## src/rtl/bsg_popcount_accum.sv

```systemverilog
`default_nettype none
// ============================================================================
//  Module      : bsg_popcount_accum
//  Description : Pipelined, packetised popcount accumulator. Stage 1 registers
//                per-chunk popcounts of each accepted beat; stage 2 sums them
//                into saturating per-packet bit/beat totals and emits one
//                result per packet over a valid/ready output.
//  Revision    : 1.0 - initial release
// ============================================================================
module bsg_popcount_accum #(
  parameter int width_p      = 64,
  parameter int chunk_p      = 8,
  parameter int sum_width_p  = 16,
  parameter int beat_width_p = 8
) (
  input  logic                    clk_i,
  input  logic                    reset_i,
  input  logic                    v_i,
  input  logic [width_p-1:0]      data_i,
  input  logic                    last_i,
  output logic                    ready_o,
  output logic                    v_o,
  output logic [sum_width_p-1:0]  sum_o,
  output logic [beat_width_p-1:0] beats_o,
  output logic                    sat_o,
  input  logic                    ready_i
);

  localparam int c_nchunk = (width_p + chunk_p - 1) / chunk_p;
  localparam int c_padw   = c_nchunk * chunk_p;
  localparam int c_cw     = $clog2(chunk_p + 1);
  localparam int c_pcw    = $clog2(width_p + 1);
  localparam int c_sw1    = sum_width_p + 1;
  localparam int c_bw1    = beat_width_p + 1;

  // Stage 1 state
  logic                       r_s1_v;
  logic                       r_s1_last;
  logic [c_nchunk*c_cw-1:0]   r_s1_pc;

  // Stage 2 accumulators
  logic [sum_width_p-1:0]     r_acc_sum;
  logic [beat_width_p-1:0]    r_acc_beat;
  logic                       r_sat_acc;

  // Output registers
  logic                       r_v_o;
  logic [sum_width_p-1:0]     r_sum_o;
  logic [beat_width_p-1:0]    r_beats_o;
  logic                       r_sat_o;

  logic [c_padw-1:0]          w_pad;
  logic [c_nchunk*c_cw-1:0]   w_cnt;
  logic [c_pcw-1:0]           w_pc;
  logic [sum_width_p:0]       w_sum_ext;
  logic [beat_width_p:0]      w_beat_ext;
  logic [sum_width_p-1:0]     w_nsum;
  logic [beat_width_p-1:0]    w_nbeat;
  logic                       w_nsat;
  logic                       w_s1_adv;

  // Zero-extend the beat to a whole number of chunks so the last chunk
  // can be narrower than chunk_p without special-case indexing.
  always_comb begin
    w_pad                = '0;
    w_pad[width_p-1:0]   = data_i;
  end

  // Per-chunk popcount of the incoming beat
  always_comb begin
    w_cnt = '0;
    for (int c = 0; c < c_nchunk; c++) begin
      for (int b = 0; b < chunk_p; b++) begin
        w_cnt[c*c_cw +: c_cw] = w_cnt[c*c_cw +: c_cw] + c_cw'(w_pad[c*chunk_p + b]);
      end
    end
  end

  // Beat total from the registered chunk counts
  always_comb begin
    w_pc = '0;
    for (int c = 0; c < c_nchunk; c++) begin
      w_pc = w_pc + c_pcw'(r_s1_pc[c*c_cw +: c_cw]);
    end
  end

  // One spare MSB on each sum detects the clamp condition.
  assign w_sum_ext  = {1'b0, r_acc_sum} + c_sw1'(w_pc);
  assign w_beat_ext = {1'b0, r_acc_beat} + c_bw1'(1);
  assign w_nsum     = w_sum_ext[sum_width_p]   ? '1 : w_sum_ext[sum_width_p-1:0];
  assign w_nbeat    = w_beat_ext[beat_width_p] ? '1 : w_beat_ext[beat_width_p-1:0];
  assign w_nsat     = r_sat_acc | w_sum_ext[sum_width_p] | w_beat_ext[beat_width_p];

  // Only a last beat that would overwrite an unconsumed result stalls.
  assign w_s1_adv = r_s1_v & ~(r_s1_last & r_v_o & ~ready_i);
  assign ready_o  = ~r_s1_v | w_s1_adv;

  // Stage 1: capture chunk counts of the accepted beat, bubble when idle
  always_ff @(posedge clk_i or posedge reset_i) begin
    if (reset_i) begin
      r_s1_v    <= 1'b0;
      r_s1_last <= 1'b0;
      r_s1_pc   <= '0;
    end else if (ready_o) begin
      r_s1_v <= v_i;
      if (v_i) begin
        r_s1_pc   <= w_cnt;
        r_s1_last <= last_i;
      end
    end
  end

  // Stage 2: accumulate, and restart cleanly after the last beat of a packet
  always_ff @(posedge clk_i or posedge reset_i) begin
    if (reset_i) begin
      r_acc_sum  <= '0;
      r_acc_beat <= '0;
      r_sat_acc  <= 1'b0;
    end else if (w_s1_adv) begin
      if (r_s1_last) begin
        r_acc_sum  <= '0;
        r_acc_beat <= '0;
        r_sat_acc  <= 1'b0;
      end else begin
        r_acc_sum  <= w_nsum;
        r_acc_beat <= w_nbeat;
        r_sat_acc  <= w_nsat;
      end
    end
  end

  // Output register: load on packet end, drop valid once consumed
  always_ff @(posedge clk_i or posedge reset_i) begin
    if (reset_i) begin
      r_v_o     <= 1'b0;
      r_sum_o   <= '0;
      r_beats_o <= '0;
      r_sat_o   <= 1'b0;
    end else if (w_s1_adv && r_s1_last) begin
      r_v_o     <= 1'b1;
      r_sum_o   <= w_nsum;
      r_beats_o <= w_nbeat;
      r_sat_o   <= w_nsat;
    end else if (ready_i) begin
      r_v_o     <= 1'b0;
    end
  end

  assign v_o     = r_v_o;
  assign sum_o   = r_sum_o;
  assign beats_o = r_beats_o;
  assign sat_o   = r_sat_o;

`ifndef SYNTHESIS
  if (sum_width_p < c_pcw) begin : g_bad_sum_width
    $error("bsg_popcount_accum: sum_width_p cannot hold a full-beat popcount");
  end

  // Handshake inputs must be known whenever the block is out of reset
  always @(posedge clk_i) begin
    if (!reset_i) begin
      assert (!$isunknown(v_i));
      assert (!$isunknown(ready_i));
    end
  end
`endif

endmodule
`default_nettype wire

```

## config.mk

```make
export PLATFORM = sky130hd
export DESIGN_NAME = bsg_popcount_accum
export DESIGN_NICKNAME = d
export VERILOG_FILES = /design/src/rtl/bsg_popcount_accum.sv
export SDC_FILE = /design/constraint.sdc
export NUM_CORES = 1
export LEC_CHECK = 0
export CAP_MARGIN = 20
export CORE_ASPECT_RATIO = 1.1
export CORE_MARGIN = 2
export CORE_UTILIZATION = 47
export DETAILED_ROUTE_END_ITERATION = 10
export PLACE_DENSITY_LB_ADDON = 0.12
export REMOVE_ABC_BUFFERS = 1
export SLEW_MARGIN = 20
export SYNTH_ARGS = -nofsm -noshare
export SYNTH_HDL_FRONTEND = slang
export SYNTH_SLANG_ARGS = --single-unit
```

## constraint.sdc

```tcl
create_clock -name clk_i -period 5.1 [get_ports clk_i]
set_clock_uncertainty 0.15 [all_clocks]
set_input_delay 1.02 -clock clk_i [delete_from_list [all_inputs] [get_ports clk_i]]
set_output_delay 1.02 -clock clk_i [all_outputs]
set_load 0.005 [all_outputs]
```

Yosys cells after proc, flatten, opt, wreduce, memory -nomap -nowiden
Cells that the tools add are included.

Bitwise logic cells: 9. Add/sub/neg operators: 65. Muxes and demuxes: 7. Reductions and logical operators: 3.

Operator list (count): $add 4x1->4 (32); $add 3x1->4 (8); $mux 16 (2); $add 7x4->7 (4); $add 2x1->3 (8); $add 16x7->17 (1); $add 1x1->2 (8); $mux 8 (2); $add 8x1->9 const B (1); $add 6x4->7 (1); $add 5x4->6 (1); $add 4x4->5 (1); $and 1x1->1 (3); $mux 1 (3); $not 1->1 (3); $or 1x1->1 (3); $reduce_and 2->1 (1); $reduce_bool 2->1 (1); $logic_and 1x1->1 (1).

Input bits: 69. Logic and storage cells: 94. Bits in registers: 85.

Longest topological paths before layout
Depth in word-level cells: 11. Depth in mapped cells: 16. Depth with buffers taken out: 15.

Worst setup path after synthesis
OpenSTA, ideal clock, no wires.

Path type: reg2reg. Start point: register r_s1_pc[2]. End point: register r_acc_sum[9]. Setup slack: 0.607 ns. Path buffers: 0. Arrival time: 4.222 ns. Cell stages (with the launch flop): 16. Path through: dfrtp_1 -> inv_1 -> fa_1 -> inv_1 -> fa_1 -> fa_1 -> inv_1 -> fa_1 -> inv_1 -> ha_1 -> fa_1 -> a21oi_1 -> o221ai_2 -> and2_4 -> o21bai_1 -> a22o_1.

Cells in the longest elaborated chain, start to end: 10.

RTL lines: from (decl) (line 39) `logic [c_nchunk*c_cw-1:0] r_s1_pc;`; from (signal assigned) (line 107) `r_s1_pc <= w_cnt;`; $add 4x4->5 (line 83) `w_pc = w_pc + c_pcw'(r_s1_pc[c*c_cw +: c_cw]);`; $add 5x4->6 (line 83); $add 6x4->7 (line 83); $add 7x4->7 (4 in a row) (line 83); $add 16x7->17 (line 88) `assign w_sum_ext = {1'b0, r_acc_sum} + c_sw1'(w_pc);`; $mux 16 (line 90) `assign w_nsum = w_sum_ext[sum_width_p] ? '1 : w_sum_ext[sum_width_p-1:0];`; $mux 16 (line 120) `if (r_s1_last) begin`; to (signal assigned) (line 125) `r_acc_sum <= w_nsum;`; to (decl) (line 42) `logic [sum_width_p-1:0] r_acc_sum;`.

No other way between the ends. A chain may end at the register's enable or synchronous reset.

Worst setup path in the final report
Same ends and word-level chain as after synthesis.

==> results.md <==
* Post-synth cell types at 60
* Adder-cell share of the synthesized area at 0.278
* FILL cells at 1066
* Slew HR at 0.403
* Hpwl dp at 9450 um
* CP max FO at 14
* CTS max path bufs at 2
* Synthesis-to-layout area growth at 23.1%
* Clock power share at 0.120
* Mean Syn Cell Area at 10.2 sq um
* Share of layout cells above drive strength 1 at 0.0796
* Clock Latency Late Sink at 340 ps
* Crit path arrival time at 4880 ps
* Ys async rst share at 1.00
* Critical Path Start Type: flop
* Clock root cell: clkbuf_16
* Ys flop type: dfrtp_1
* Final #Nets at 839
* Final setup viols at 0
* Mux cell area share after synthesis at 0.0300
* Non-Filler Instances at 835
* Slew @ Worst Pin at 895 ps
* Synth Area in Simple Gates at 0.103
* Worst hold path type: reg -> reg
* Inserted Clock Buffers at 9
* Dpl cells at 819
* Tmin final at 4790 ps
* Antenna violations before repair at 0
* DR vias at 4303
* Int Pwr at 0.00298 W
* P_sw at 0.00257 W
* CTS tree: yes
* Initial core utilization at 0.478
* Placer Congestion at 0.861
* Routed WL at 12200 um
* Static leakage at 3.54 nW
* Vias per inst at 5.15
* Pwr per Cell Area at 755 nW/um^2
* Crit Path Class: reg -> reg
* Status: completed
* Area of the mapped netlist at 5970 sq um
* Largest family of logic cells by synthesized area: adder cells
* Row cnt at 43
* Die Span Y at 122 um
* EDFF count, synth at 0
* Worst R2R Setup Slack at 310 ps
* Setup total negative slack at 0 ps
* 1st-iter DRT viols at 160
* Floorplan core area at 12500 sq um
* RSZ-0062 raised after global routing: no
* XOR/XNOR Fraction of Synth Area at 0.0294
* Seq cells post-synth at 85
* Vias in the first global route at 4354
* DR WL/cell at 14.6 um
* Sw Ratio at 0.463
* WP data required at 5180 ps
* Routed Antenna Nets at 0
* Max rail drop VDD at 0.00119 V
* Fin. Hold Viols at 0
* # IOs at 96
* Max-cap violations at 0
* YS warnings at 0
* Cts hold-fix bufs at 0
* Synth Area in Compound Gates at 0.123
* Syn Inst Count at 583
* CTS sink count at 85
* IO Port Bufs at 95
* Total track usage at 0.193
* Die area at 13600 sq um
* PostCTS Resize Cnt at 0
* Drt first pass iters at 4
* Logic pwr share at 0.692
* First-pass GRT wire length at 21100 um
* # Post-CTS Setup Buffers at 0
* Period Utilization, post-route at 0.940
* Final Power at 0.00555 W
* Part of the power in registers at 0.188
* DRC viols at 0
* Critical Path Sink Type: flop
* Fmax at 209 MHz
* ANT cells at 0
* Register area share after synthesis at 0.356
* H-tree level count at 3
* Clock transition at path regs at 60 ps
* Gr ovfl total at 0
* Die width at 111 um
* Slew Viols, Final at 0
* Largest net degree at the start of global routing at 58
[cells by family after synthesis]
| group | count (synthesis) |
|---|---|
| AO/OA/AOI/OAI | 115 |
| buffers and inverters | 122 |
| adder cells (fa/ha/maj) | 97 |
| multiplexers | 16 |
| AND/OR/NAND/NOR | 128 |
| flip-flops | 85 |
| XOR/XNOR | 20 |
[area by class of cell]
cell class	count	area [sq um]	share of cell area
Sequential cell	85	2130	0.290
Tap cell	157	196	0.0267
Clock inverter	6	62.6	0.00852
Inverter	103	389	0.0530
Timing Repair Buffer	98	973	0.133
Multi-Input combinational cell	376	3360	0.457
Clock buffer	10	239	0.0325
[cell usage after synthesis, types with 3 or more instances]
library cell	count	area [sq um]
a31oi_1	9	56.3
o21ai_0	41	205
o31ai_1	4	30.0
a21o_1	15	113
and3_1	4	25.0
xnor2_1	11	96.3
nor2_1	28	105
buf_2	7	35.0
xor2_1	9	78.8
a21oi_1	23	115
nand3_1	8	40.0
ha_1	38	475
nand2_1	63	236
clkbuf_1	8	30.0
dfrtp_1	85	2130
nand2b_1	3	18.8
nand4_1	3	18.8
mux2_2	15	169
fa_1	59	1180
inv_1	102	383
[state kept, by name (all words and copies together), names as in the netlist]
name and cells:
r_s1_pc 32, r_acc_sum 16, r_s1_v 1, v_o 1, beats_o 8, r_s1_last 1, r_sat_acc 1, sum_o 16
sat_o 1, r_acc_beat 8
[through the flow]
stage / cell area, sq um / utilization / hold slack (ps) / worst slack [ps]
floorplan: 5870 / - / 290 / 577
CTS: 7340 / 0.588 / 323 / 303
detailed placement: 7040 / 0.564 / 308 / 318
global route: 7350 / 0.589 / 372 / 55.4
global placement: 7040 / 0.564 / 304 / 383
finish: 7350 / 0.589 / 323 / 306
[placed cells by master, fill, tap and decap left out, types with 3 or more instances in the layout]
cell type	netlist	layout
inv_1	102	101
clkdlybuf4s50_1	0	95
dfrtp_1	85	85
nand2_1	63	63
fa_1	59	59
o21ai_0	41	41
ha_1	38	38
nor2_1	28	28
a21oi_1	23	23
mux2_2	15	15
a21o_1	15	15
xnor2_1	11	11
xor2_1	9	9
a31oi_1	9	9
clkbuf_16	0	9
nand3_1	8	8
and3_1	4	4
o31ai_1	4	4
nand2b_1	3	3
nand4_1	3	3
clkinv_2	0	3
buf_4	0	3
[final timing paths]
check / start / endpoint / cells after the start
max: r_s1_pc[2] / r_acc_sum[9] / 15
max reg2reg: r_s1_pc[2] / r_acc_sum[9] / 15
max in group asynchronous: reset_i / r_acc_sum[3] / 3
min: r_sat_acc / r_sat_acc / 2
min reg2reg: r_sat_acc / r_sat_acc / 2
min in group asynchronous: reset_i / beats_o[4] / 2
[metal layers]
layer | global-route usage | up-vias | share of wire
met5 | 0 | - | 0
met4 | 0.0718 | 0 | 0.017
met3 | 0.0264 | 15 | 0.038
met2 | 0.307 | 91 | 0.48
met1 | 0.274 | 2129 | 0.46
li1 | - | 2068 | -
[power by group through the flow]
stage               logic (W)  clock network (W)  registers [W]
finish                0.00384           0.000666        0.00104
floorplan             0.00279                  0        0.00102
global route          0.00445           0.000712        0.00107
global placement      0.00376                  0        0.00105
CTS                   0.00388           0.000679        0.00104
detailed placement    0.00384                  0        0.00106
[worst max-delay path: stages (launching register included)]
cell and delay (ps):
dfrtp_1 320, inv_1 60, fa_1 540, inv_1 60
fa_1 520, fa_1 550, inv_1 50, fa_1 530
inv_1 40, ha_1 220, fa_1 420, a21oi_1 290
o221ai_2 250, and2_4 260, o21bai_1 170, a22o_1 230
Power figures use the tool's default switching activity.
